`src/rtl/branch_controller_if.sv`:
```
// branch_controller_if -- request/response/flagger bundle for branch_controller.
//   req_*      : branch request handshake plus operands, pc, imm and funct3
//   cmp_a/b    : registered operands sent to the external flagger
//   flag_*     : flagger results for cmp_a versus cmp_b
//   resp_*     : resolution handshake with taken, target and illegal
//   *_count    : resolved-branch and taken-branch statistics
// slave modport is the controller side, master is the requester/flagger side.
interface branch_controller_if #(
  parameter int WORDSIZE = 64,
  parameter int CNTSIZE  = 32
);
  logic                req_valid;
  logic                req_ready;
  logic [2:0]          funct3;
  logic [WORDSIZE-1:0] rs1_data;
  logic [WORDSIZE-1:0] rs2_data;
  logic [WORDSIZE-1:0] pc;
  logic [WORDSIZE-1:0] imm;
  logic [WORDSIZE-1:0] cmp_a;
  logic [WORDSIZE-1:0] cmp_b;
  logic                flag_equal;
  logic                flag_not_equal;
  logic                flag_greater;
  logic                flag_less;
  logic                flag_u_greater;
  logic                flag_u_less;
  logic                resp_valid;
  logic                resp_ready;
  logic                taken;
  logic [WORDSIZE-1:0] target;
  logic                illegal;
  logic [CNTSIZE-1:0]  branch_count;
  logic [CNTSIZE-1:0]  taken_count;

  modport slave (
    input  req_valid, funct3, rs1_data, rs2_data, pc, imm,
    input  flag_equal, flag_not_equal, flag_greater, flag_less,
    input  flag_u_greater, flag_u_less, resp_ready,
    output req_ready, cmp_a, cmp_b, resp_valid, taken, target, illegal,
    output branch_count, taken_count
  );

  modport master (
    output req_valid, funct3, rs1_data, rs2_data, pc, imm,
    output flag_equal, flag_not_equal, flag_greater, flag_less,
    output flag_u_greater, flag_u_less, resp_ready,
    input  req_ready, cmp_a, cmp_b, resp_valid, taken, target, illegal,
    input  branch_count, taken_count
  );
endinterface

```
`src/rtl/branch_controller.sv`:
```
// branch_controller -- resolves one conditional branch per request.
// Latches the operands onto cmp_a/cmp_b for an external combinational
// flagger, reads its flags one cycle later, and presents taken/target/illegal
// until the consumer accepts. Keeps wrap-around counts of legal and taken
// branches.
//   clk   : clock, rising edge
//   reset : synchronous, active-high
//   bus   : branch_controller_if.slave (request, flagger, response, counters)
//
// state   | meaning
// IDLE    | req_ready=1, waiting for req_valid
// COMPARE | operands on cmp_a/cmp_b, flags sampled at the end of this cycle
// RESP    | resolution held on the bus until resp_ready
module branch_controller #(
  parameter int WORDSIZE = 64,
  parameter int CNTSIZE  = 32
) (
  input logic clk,
  input logic reset,
  branch_controller_if.slave bus
);

  typedef enum logic [1:0] {IDLE, COMPARE, RESP} state_t;

  state_t              state;
  logic [2:0]          funct3_q;
  logic [WORDSIZE-1:0] pc_q;
  logic [WORDSIZE-1:0] imm_q;
  logic                legal;
  logic                cond;

  // Gated with reset so no request is offered during the reset cycle itself.
  assign bus.req_ready = (state == IDLE) && !reset;

  always_comb begin
    legal = 1'b1;
    cond  = 1'b0;
    case (funct3_q)
      3'b000:  cond = bus.flag_equal;
      3'b001:  cond = bus.flag_not_equal;
      3'b100:  cond = bus.flag_less;
      3'b101:  cond = bus.flag_greater | bus.flag_equal;
      3'b110:  cond = bus.flag_u_less;
      3'b111:  cond = bus.flag_u_greater | bus.flag_equal;
      default: legal = 1'b0;
    endcase
  end

  always_ff @(posedge clk) begin
    if (reset) begin
      state            <= IDLE;
      funct3_q         <= '0;
      pc_q             <= '0;
      imm_q            <= '0;
      bus.cmp_a        <= '0;
      bus.cmp_b        <= '0;
      bus.resp_valid   <= 1'b0;
      bus.taken        <= 1'b0;
      bus.illegal      <= 1'b0;
      bus.target       <= '0;
      bus.branch_count <= '0;
      bus.taken_count  <= '0;
    end else begin
      case (state)
        IDLE: begin
          if (bus.req_valid) begin
            bus.cmp_a <= bus.rs1_data;
            bus.cmp_b <= bus.rs2_data;
            funct3_q  <= bus.funct3;
            pc_q      <= bus.pc;
            imm_q     <= bus.imm;
            state     <= COMPARE;
          end
        end
        COMPARE: begin
          bus.taken      <= legal && cond;
          bus.illegal    <= !legal;
          bus.target     <= (legal && cond) ? pc_q + imm_q : pc_q + WORDSIZE'(4);
          bus.resp_valid <= 1'b1;
          if (legal) begin
            bus.branch_count <= bus.branch_count + 1'b1;
            if (cond) bus.taken_count <= bus.taken_count + 1'b1;
          end
          state <= RESP;
        end
        RESP: begin
          if (bus.resp_ready) begin
            bus.resp_valid <= 1'b0;
            state          <= IDLE;
          end
        end
        default: state <= IDLE;
      endcase
    end
  end

endmodule

```
`src/flat_wrapper.sv`:
```
// flat-port wrapper written by rule: the top's interface ports become plain ports
module branch_controller_flat 
#(
  parameter int WORDSIZE = 64,
  parameter int CNTSIZE  = 32
)
  (clk, reset, bus_req_valid, bus_funct3, bus_rs1_data, bus_rs2_data, bus_pc, bus_imm, bus_flag_equal, bus_flag_not_equal, bus_flag_greater, bus_flag_less, bus_flag_u_greater, bus_flag_u_less, bus_resp_ready, bus_req_ready, bus_cmp_a, bus_cmp_b, bus_resp_valid, bus_taken, bus_target, bus_illegal, bus_branch_count, bus_taken_count);
  branch_controller_if #(.WORDSIZE(WORDSIZE), .CNTSIZE(CNTSIZE)) bus_i ();
  input logic clk;
  input logic reset;
  input wire logic [$bits(bus_i.req_valid)-1:0] bus_req_valid;
  input wire logic [$bits(bus_i.funct3)-1:0] bus_funct3;
  input wire logic [$bits(bus_i.rs1_data)-1:0] bus_rs1_data;
  input wire logic [$bits(bus_i.rs2_data)-1:0] bus_rs2_data;
  input wire logic [$bits(bus_i.pc)-1:0] bus_pc;
  input wire logic [$bits(bus_i.imm)-1:0] bus_imm;
  input wire logic [$bits(bus_i.flag_equal)-1:0] bus_flag_equal;
  input wire logic [$bits(bus_i.flag_not_equal)-1:0] bus_flag_not_equal;
  input wire logic [$bits(bus_i.flag_greater)-1:0] bus_flag_greater;
  input wire logic [$bits(bus_i.flag_less)-1:0] bus_flag_less;
  input wire logic [$bits(bus_i.flag_u_greater)-1:0] bus_flag_u_greater;
  input wire logic [$bits(bus_i.flag_u_less)-1:0] bus_flag_u_less;
  input wire logic [$bits(bus_i.resp_ready)-1:0] bus_resp_ready;
  output wire logic [$bits(bus_i.req_ready)-1:0] bus_req_ready;
  output wire logic [$bits(bus_i.cmp_a)-1:0] bus_cmp_a;
  output wire logic [$bits(bus_i.cmp_b)-1:0] bus_cmp_b;
  output wire logic [$bits(bus_i.resp_valid)-1:0] bus_resp_valid;
  output wire logic [$bits(bus_i.taken)-1:0] bus_taken;
  output wire logic [$bits(bus_i.target)-1:0] bus_target;
  output wire logic [$bits(bus_i.illegal)-1:0] bus_illegal;
  output wire logic [$bits(bus_i.branch_count)-1:0] bus_branch_count;
  output wire logic [$bits(bus_i.taken_count)-1:0] bus_taken_count;
  assign bus_i.req_valid = bus_req_valid;
  assign bus_i.funct3 = bus_funct3;
  assign bus_i.rs1_data = bus_rs1_data;
  assign bus_i.rs2_data = bus_rs2_data;
  assign bus_i.pc = bus_pc;
  assign bus_i.imm = bus_imm;
  assign bus_i.flag_equal = bus_flag_equal;
  assign bus_i.flag_not_equal = bus_flag_not_equal;
  assign bus_i.flag_greater = bus_flag_greater;
  assign bus_i.flag_less = bus_flag_less;
  assign bus_i.flag_u_greater = bus_flag_u_greater;
  assign bus_i.flag_u_less = bus_flag_u_less;
  assign bus_i.resp_ready = bus_resp_ready;
  assign bus_req_ready = bus_i.req_ready;
  assign bus_cmp_a = bus_i.cmp_a;
  assign bus_cmp_b = bus_i.cmp_b;
  assign bus_resp_valid = bus_i.resp_valid;
  assign bus_taken = bus_i.taken;
  assign bus_target = bus_i.target;
  assign bus_illegal = bus_i.illegal;
  assign bus_branch_count = bus_i.branch_count;
  assign bus_taken_count = bus_i.taken_count;
  branch_controller #(.WORDSIZE(WORDSIZE), .CNTSIZE(CNTSIZE)) u_core (.clk(clk), .reset(reset), .bus(bus_i));
endmodule
```
`config.mk`:
```
export PLATFORM = sky130hd
export DESIGN_NAME = branch_controller_flat
export DESIGN_NICKNAME = d
export VERILOG_FILES = /design/src/rtl/branch_controller_if.sv /design/src/rtl/branch_controller.sv /design/src/flat_wrapper.sv
export SDC_FILE = /design/constraint.sdc
export NUM_CORES = 1
export LEC_CHECK = 0
export CAP_MARGIN = 25
export CORE_MARGIN = 2
export CORE_UTILIZATION = 30
export CTS_CLUSTER_DIAMETER = 50
export CTS_CLUSTER_SIZE = 28
export DETAILED_ROUTE_END_ITERATION = 10
export PLACE_DENSITY_LB_ADDON = 0.3
export SYNTH_ARGS = -nofsm -noshare
export SYNTH_HDL_FRONTEND = slang
export SYNTH_SLANG_ARGS = --single-unit
```
`constraint.sdc`:
```
create_clock -name clk -period 6.3 [get_ports clk]
set_input_delay 0.945 -clock clk [delete_from_list [all_inputs] [get_ports clk]]
set_output_delay 0.945 -clock clk [all_outputs]
set_load 0.005 [all_outputs]
```
Word-level counts from Yosys, hierarchy flattened. Index checks and enable logic that the tools add are counted.

Add/sub/neg operators: 4. Equal/unequal tests: 9. Multiplexer cells: 8. Bitwise gates (word level): 2. Reductions and logical operators: 13.

Operator list (number): $add A32 B1 Y32 const B (2); $add A64 B3 Y64 const B (1); $add A64 B64 Y64 (1); $mux W64 (1); $eq A3 B3 Y1 const B (4); $reduce_and A2 Y1 (4); $pmux W1 S6 (1); $pmux W2 S3 (1); $reduce_or A6 Y1 (1); $mux W2 (2); $ne A2 B2 Y1 const B (2); $eq A3 B1 Y1 const B (1); $logic_not A3 Y1 (1); $reduce_and A3 Y1 (1); $eq A2 B1 Y1 const B (1); $eq A2 B2 Y1 const B (1); $logic_and A1 B1 Y1 (2); $logic_not A1 Y1 (2); $logic_not A2 Y1 (1); $mux W1 (2); $or A1 B1 Y1 (2); $pmux W1 S2 (1); $reduce_bool A2 Y1 (1).

Register bits: 392. Input bits: 269. Output and inout port bits: 260.

Logic depth before layout (Yosys ltp). Gate-level depths: netlist (run 1).

Depth in word-level cells: 5. Mapped depth: 12. Gate-level depth less buffers: 12.

Worst setup path before layout (run 1). Ideal clock, no wire load.

Path kind: flip-flop to flip-flop. From: register u_core.imm_q[0]. To: register u_core.bus.target[56]. Setup time: 0.103 ns. Arrival: 3.084 ns. Data required time: 6.197 ns. Slack: 3.113 ns. Stages on the path, launching flop included: 13. Buffers on the path: 0. Period minus slack after synthesis: 3.187 ns. Path through: dfxtp_1 ha_1 fa_1 a21o_1 a311o_1 a21oi_4 o211ai_4 a2111oi_4 nor2_2 a221oi_4 o21bai_1 xnor2_1 a2111oi_2.

Longest elaborated chain between the ends: 2.

Ends and longest elaborated chain: from (decl) (line branch_controller.sv:28) `logic [WORDSIZE-1:0] imm_q;`; from (signal assigned) (line branch_controller.sv:71) `imm_q <= bus.imm;`; $add A64 B64 Y64 (line branch_controller.sv:78) `bus.target <= (legal && cond) ? pc_q + imm_q : pc_q + WORDSIZE'(4);`; $mux W64 (line branch_controller.sv:78); to (signal assigned) (line branch_controller.sv:78); to (decl) (line branch_controller_if.sv:39) `output req_ready, cmp_a, cmp_b, resp_valid, taken, target, illegal,`.

Every way passes these cells. A chain may end at the register's enable or synchronous reset.

Worst setup path after layout (run 1).
From: input port bus_flag_u_less. To: register u_core.bus.taken_count[31].

Longest elaborated chain between the ends: 2.

Ends and longest elaborated chain: from (decl) (line flat_wrapper.sv:22) `input wire logic [$bits(bus_i.flag_u_less)-1:0] bus_flag_u_less;`; $pmux W1 S6 (line branch_controller.sv:38) `case (funct3_q)`; $reduce_and A3 Y1 (no line); to (signal assigned) (line branch_controller.sv:82) `if (cond) bus.taken_count <= bus.taken_count + 1'b1;`; to (decl) (line branch_controller_if.sv:40) `output branch_count, taken_count`.

Every way passes these cells.

==> flow_metrics.py, run 1 <==
metrics = {
    "synth": {
        "ys_async_sr_fraction_pct": 0,
        "synth-edff-count": 0,
        "synth.avg_cell_area_um2": 7.640,
        "synth_area_leaders": "dfxtp_1, nand2_1, a21oi_1, ha_1, xnor2_1",
        "synth-seq-cells": 392,
        "synth_cell_types": 81,
        "yosysWarnings": 0,
        "synth_cells": 2536,
        "synth_ff_type": "dfxtp_1",
        "synth_nets": 2872,
        "syn_area_um2": 19380,
        "synth_top_area_share_pct": 40.50,
        "yosysTopAreaCell": "dfxtp_1",
        "ys_seq_area_share_pct": 40.50,
    },
    "placement": {
        "placed_cells": 3789,
        "io_buffers": 528,
        "place_congestion": 0.9078,
        "place_ws_ns": 2.111,
        "dp_hpwl_um": 53260,
        "placed_cell_area_um2": 25360,
    },
    "drt": {
        "num_vias": 19110,
        "ant_nets": 0,
        "drt_wl_total_um": 70730,
        "dr.pass1.iters": 7,
        "drc_errors": 0,
        "viasPerCell": 4.915,
        "drt_iter0_markers": 1168,
        "post_drt_wl_per_cell_um": 18.19,
    },
    "critical_path": {
        "startpoint_type": "input pin",
        "crit_type": "in -> reg",
        "slowest_stage": "buf_4",
        "crit_required_ns": 6.82,
        "path_cells": "clkdlybuf4s50_1, mux2_2, a221oi_1, o21ai_4, buf_4, nand4_1, nor2_2, nand4_1, or2_0, or3_1, a21oi_1",
        "crit_fanout": 83,
        "critPathLaunch": "bus_flag_u_less",
        "reg2reg_to": "u_core.bus.target[56]",
        "rrSetupSlack_ns": 2.80,
        "rr_worst_depth": 12,
        "cp.arrival_ns": 4.10,
        "rr_startpoint": "u_core.imm_q[0]",
        "crit_path_end": "u_core.bus.taken_count[31]",
        "end_kind": "flop",
        "cp_common_cell": "nand4_1",
        "slowest_delay_ns": 0.67,
    },
    "cells_and_area": {
        "area.growth.synth_to_final_pct": 39.96,
        "final_cells": 3889,
        "layout-drive-gt1-share_pct": 5.117,
        "nNetsFinal": 3324,
        "final_area_um2": 27120,
        "layout_common_cells": "nand2_1, clkdlybuf4s50_1, dfxtp_1",
        "final_common_cell": "nand2_1",
    },
    "power": {
        "power_density_nw_per_um2": 248.6,
        "p_leak_uw": 0.01002,
        "vdd_drop_max_uv": 249.3,
    },
    "min_path": {
        "hold_class": "reg -> reg",
    },
    "floorplan": {
        "pin_count": 529,
        "initial_utilization_pct": 30.22,
        "die_h_um": 258.1,
        "dieArea_um2": 66640,
        "rows": 93,
        "core_area_um2": 64120,
        "die_w_um": 258.1,
    },
    "timing": {
        "drv_slew": 0,
        "fin_ws_ns": 2.720,
        "slew_headroom_pct": 37.90,
        "grt_setup_unrepaired": "no",
        "period_needed_ns": 3.580,
        "setup_viol": 0,
        "finClkSkew_ns": 0.02068,
        "hold_viol": 0,
        "finalSetupTns_ns": 0,
        "timing.final.crit_share_pct": 56.83,
        "timing.fmax_mhz": 279.3,
        "tightest_slew_ns": 0.9314,
    },
    "clock_network": {
        "cts_buffers": 51,
        "cts.clk_slew.worst_paths_ns": 0.06,
        "clockRootBuffer": "clkbuf_16",
        "clock_latency_ns": 0.60,
        "h-tree-depth": 2,
        "cts_buffer_depth": 3,
        "post_cts_buffers": 0,
        "tritoncts": "yes",
        "cts_resized": 0,
        "cts.sinks": 392,
        "holdBufCountCts": 0,
    },
    "grt": {
        "grt_max_degree": 123,
        "grt_pass1_vias": 18350,
        "grt-ovfl-total": 0,
        "antenna_found_initial": 13,
        "grt_pass1_wl_um": 108200,
        "grt_usage_pct": 20.47,
    },
    "run": {
        "drv_cap": 0,
    },
    "outcome": {
        "status": "finished, final reports clean",
    },
}
## state kept, by name, summed over array words and instances (netlist names), 2 cells and up
name / count
u_core.bus.branch_count: 32
u_core.bus.cmp_a: 64
u_core.bus.cmp_b: 64
u_core.bus.taken_count: 32
u_core.bus.target: 64
u_core.funct3_q: 3
u_core.imm_q: 64
u_core.pc_q: 64
u_core.state: 2
## per-layer routing
metal | vias up | GRT usage, % | share of wire (%)
met5 | - | 0 | 0.12
met4 | 14 | 5.074 | 1.8
met3 | 91 | 5.153 | 6.8
met2 | 549 | 34.35 | 47
met1 | 8807 | 26.23 | 44
li1 | 9652 | - | -
## worst max-delay path, delay by kind of cell
kind	cells	cell delay, ns
AO/OA/AOI/OAI	3	0.47
buffers and inverters	2	1.13
AND/OR/NAND/NOR	5	1.38
multiplexers	1	0.15
## cells in the mapped netlist, types with 5 or more instances
cell       count
o21ai_0       69
clkbuf_1     131
a211oi_1      33
a21oi_1      376
nand3_1       61
nand4_1       41
xor2_1        79
nor4_1         5
and4_1        14
and3_1        31
a311oi_1      11
o22ai_1        6
a21o_1        22
and2_1         9
xnor2_1       84
ha_1          66
nand2_1      661
inv_1         27
nor3_1        47
o211ai_1      12
nor2_1       194
a31oi_1        5
dfxtp_1      392
or3_1         17
o21a_1        10
o21bai_1      13
buf_2         11
a221oi_1       7
a2111oi_0      5
## layout make-up
class	instances	area (um2)
Fill cell	6559	37000
Clock buffer	59	1356
Inverter	27	101.3
Clock inverter	35	360.3
Multi-Input combinational cell	1970	10890
Antenna cell	5	12.51
Tap cell	855	1070
Timing Repair Buffer	546	5483
Sequential cell	392	7848
## worst min-delay path by stage
stage / from / to / slack, ns / cells after the start
floorplan: u_core.bus.target[43] / u_core.bus.target[43] / 0.44 / 2
global placement: u_core.bus.cmp_a[59] / u_core.bus.cmp_a[59] / 0.44 / 2
detailed placement: u_core.bus.cmp_b[10] / u_core.bus.cmp_b[10] / 0.45 / 2
CTS: u_core.bus.cmp_b[10] / u_core.bus.cmp_b[10] / 0.45 / 2
global route: u_core.bus.cmp_a[47] / u_core.bus.cmp_a[47] / 0.47 / 2
finish: u_core.bus.cmp_b[59] / u_core.bus.cmp_b[59] / 0.45 / 2
## stage by stage
| step | hold WS [ns] | total power (uW) | util [%] |
|---|---|---|---|
| after floorplan | 0.4388 | 3308 | - |
| after global placement | 0.4409 | 3859 | 39.56 |
| after detailed placement | 0.4457 | 3863 | 39.56 |
| after CTS | 0.4531 | 6820 | 42.23 |
| after global routing | 0.4677 | 7036 | 42.28 |
| final | 0.4512 | 6740 | 42.30 |
## power by group
part / switching [uW] / leakage [uW] / internal, uW / total (uW)
clock network: 1250 / 0.000844 / 1680 / 2930
registers: 118 / 0.00321 / 2620 / 2740
logic: 565 / 0.00597 / 510 / 1070
## cells by family after synthesis
group,count (synthesis),share of synthesized area (%)
buffers and inverters,174,3.468
xor gates and xnor gates,163,7.368
AOI/OAI and AO/OA,622,19.35
and+or+nand+nor,1113,24.67
adders and majority gates,67,4.365
DFF,392,40.50
muxes,5,0.2777
No activity file was read; power rests on OpenSTA's default activity.
==> inputs of run 2 (changes only) <==
==> constraint.sdc (replaced) <==
create_clock -name clk -period 3.5 [get_ports clk]
set_input_delay 0.525 -clock clk [delete_from_list [all_inputs] [get_ports clk]]
set_output_delay 0.525 -clock clk [all_outputs]
set_load 0.005 [all_outputs]
==> run 2 against run 1 <==
  * Largest cell class unchanged
  * Final cell count is 0.98% higher
  * Setup slack lost 2.5 ns
  * Flip-flop and latch count did not move
  * Clock skew is 0.018 ns higher
  * Cell area is 1.8% higher
  * Largest power group unchanged
  * Wire length up 0.86%
  * Die area stayed put
  * First-iteration DRC count is 19% higher
  * Sequential share of layout area decreased by 0.50 points
==> flow_metrics.py, run 2 (synthesized netlist as in run 1, its figures left out) <==
metrics = {
    "critical_path": {
        "end_kind": "flop",
        "cp.arrival_ns": 3.80,
        "critPathLaunch": "u_core.pc_q[0]",
        "reg2reg_to": "u_core.bus.target[56]",
        "rrSetupSlack_ns": 0.21,
        "rr_startpoint": "u_core.pc_q[0]",
        "crit_required_ns": 4.02,
        "crit_path_end": "u_core.bus.target[56]",
        "rr_worst_depth": 12,
        "crit_type": "reg -> reg",
        "startpoint_type": "flop",
        "slowest_stage": "a2111oi_4",
        "slowest_delay_ns": 0.41,
        "crit_fanout": 4,
        "path_cells": "ha_2, fa_2, a21o_1, a311o_1, a21oi_4, o211ai_4, a2111oi_4, nor2_2, a221oi_4, o21bai_1, xnor2_1, a2111oi_2",
        "path_depth": 12,
        "path_buf_inv": 0,
        "cpLargestDelayFamily": "compound AO/OA/AOI/OAI gates",
    },
    "clock_network": {
        "cts_buffers": 51,
        "h-tree-depth": 2,
        "cts.sinks": 392,
        "cts.clk_slew.worst_paths_ns": 0.07,
        "cts_buffer_depth": 3,
        "clock_latency_ns": 0.63,
        "clockRootBuffer": "clkbuf_16",
        "tritoncts": "yes",
    },
    "drt": {
        "num_vias": 19340,
        "viasPerCell": 4.925,
        "post_drt_wl_per_cell_um": 18.17,
        "ant_nets": 0,
        "drt_wl_total_um": 71340,
        "drt_iter0_markers": 1392,
        "dr.pass1.iters": 6,
        "drc_errors": 0,
    },
    "timing": {
        "grt_setup_unrepaired": "no",
        "period_needed_ns": 3.287,
        "finalSetupTns_ns": 0,
        "tightest_slew_ns": 0.8268,
        "hold_viol": 0,
        "timing.fmax_mhz": 304.2,
        "finClkSkew_ns": 0.03833,
        "setup_viol": 0,
        "slew_headroom_pct": 44.88,
        "drv_slew": 0,
        "timing.final.crit_share_pct": 93.91,
    },
    "grt": {
        "grt_pass1_wl_um": 109300,
        "grt-ovfl-total": 0,
        "antenna_found_initial": 14,
        "grt_max_degree": 160,
        "grt_usage_pct": 20.71,
        "grt_pass1_vias": 18540,
    },
    "floorplan": {
        "pin_count": 529,
        "dieArea_um2": 66640,
        "core_area_um2": 64120,
        "die_w_um": 258.1,
        "rows": 93,
        "initial_utilization_pct": 30.22,
        "die_h_um": 258.1,
    },
    "cells_and_area": {
        "final_common_cell": "nand2_1",
        "n_fill_cell": 6520,
        "layout_common_cells": "nand2_1, clkdlybuf4s50_1, dfxtp_1",
        "area.growth.synth_to_final_pct": 42.42,
        "nNetsFinal": 3362,
        "final_area_um2": 27600,
        "layout-drive-gt1-share_pct": 6.391,
    },
    "power": {
        "power_density_nw_per_um2": 451.4,
        "p_leak_uw": 0.01026,
        "vdd_drop_max_uv": 349.2,
    },
    "run": {
        "drv_cap": 0,
    },
    "placement": {
        "placed_cell_area_um2": 25730,
        "dp_hpwl_um": 53660,
        "place_congestion": 0.8959,
        "io_buffers": 528,
    },
    "outcome": {
        "status": "finished, final reports clean",
    },
    "min_path": {
        "hold_class": "in -> reg",
    },
}
## run 2: power by group
part	internal, uW	total [uW]	switching [uW]
logic	956	1990	1040
registers	4710	4910	202
clock network	3110	5550	2440
total	8770	12500	3680
## run 2: worst min path at each step
stage                            endpoint                   from  cells past startpoint  slack, ns
finish              u_core.bus.target[41]                  reset                      2       0.27
global route        u_core.bus.target[41]                  reset                      2       0.27
floorplan           u_core.bus.target[43]  u_core.bus.target[43]                      2       0.44
CTS                 u_core.bus.target[41]                  reset                      2       0.24
global placement    u_core.bus.target[43]  u_core.bus.target[43]                      2       0.44
detailed placement  u_core.bus.target[43]  u_core.bus.target[43]                      2       0.45
## run 2: area by class of cell
| type | instances | area [um2] | share of cell area [%] |
|---|---|---|---|
| Multi-Input combinational cell | 1970 | 10890 | 39.47 |
| Sequential cell | 392 | 7848 | 28.44 |
| Timing Repair Buffer | 584 | 5836 | 21.15 |
| Clock buffer | 55 | 1311 | 4.752 |
| Tap cell | 855 | 1070 | 3.877 |
| Clock inverter | 39 | 524.3 | 1.900 |
| Inverter | 27 | 101.3 | 0.3673 |
| Antenna cell | 5 | 12.51 | 0.04534 |
## run 2: through the flow
stage / instances / hold slack [ns] / setup WS, ns / util (%) / power [uW]
6_report: 3927 / 0.2679 / 0.2130 / 43.04 / 12460
5_1_grt: 3924 / 0.2670 / 0.02019 / 43.03 / 12990
4_1_cts: 3920 / 0.2380 / 0.04443 / 42.99 / 12590
3_5_place_dp: 3826 / 0.4453 / 0.03281 / 40.13 / 7005
3_3_place_gp: 3826 / 0.4399 / 0.08014 / 40.13 / 6995
2_1_floorplan: 2536 / 0.4388 / 0.3129 / - / 5954
## run 2: worst reg2reg max path, stage by stage (launching register included)
cell and delay, ns:
dfxtp_1 0.33, ha_2 0.19, fa_2 0.38, a21o_1 0.22
a311o_1 0.32, a21oi_4 0.23, o211ai_4 0.13, a2111oi_4 0.41
nor2_2 0.12, a221oi_4 0.34, o21bai_1 0.11, xnor2_1 0.14
a2111oi_2 0.29
## run 2: per-layer routing
layer,share of wire (%),global-route usage [%],up-vias,wire length [um]
met5,0.13,0,-,93
met4,2.7,6.021,16,1906
met3,7.8,5.771,116,5597
met2,46,33.97,599,33030
met1,43,26.48,8904,30720
li1,-,-,9706,-
## run 2: timing repair
item,4_1_cts,5_1_grt
resized for setup,0,2
buffers inserted,0,2
hold buffers,0,0
endpoints found under the setup margin,0,3
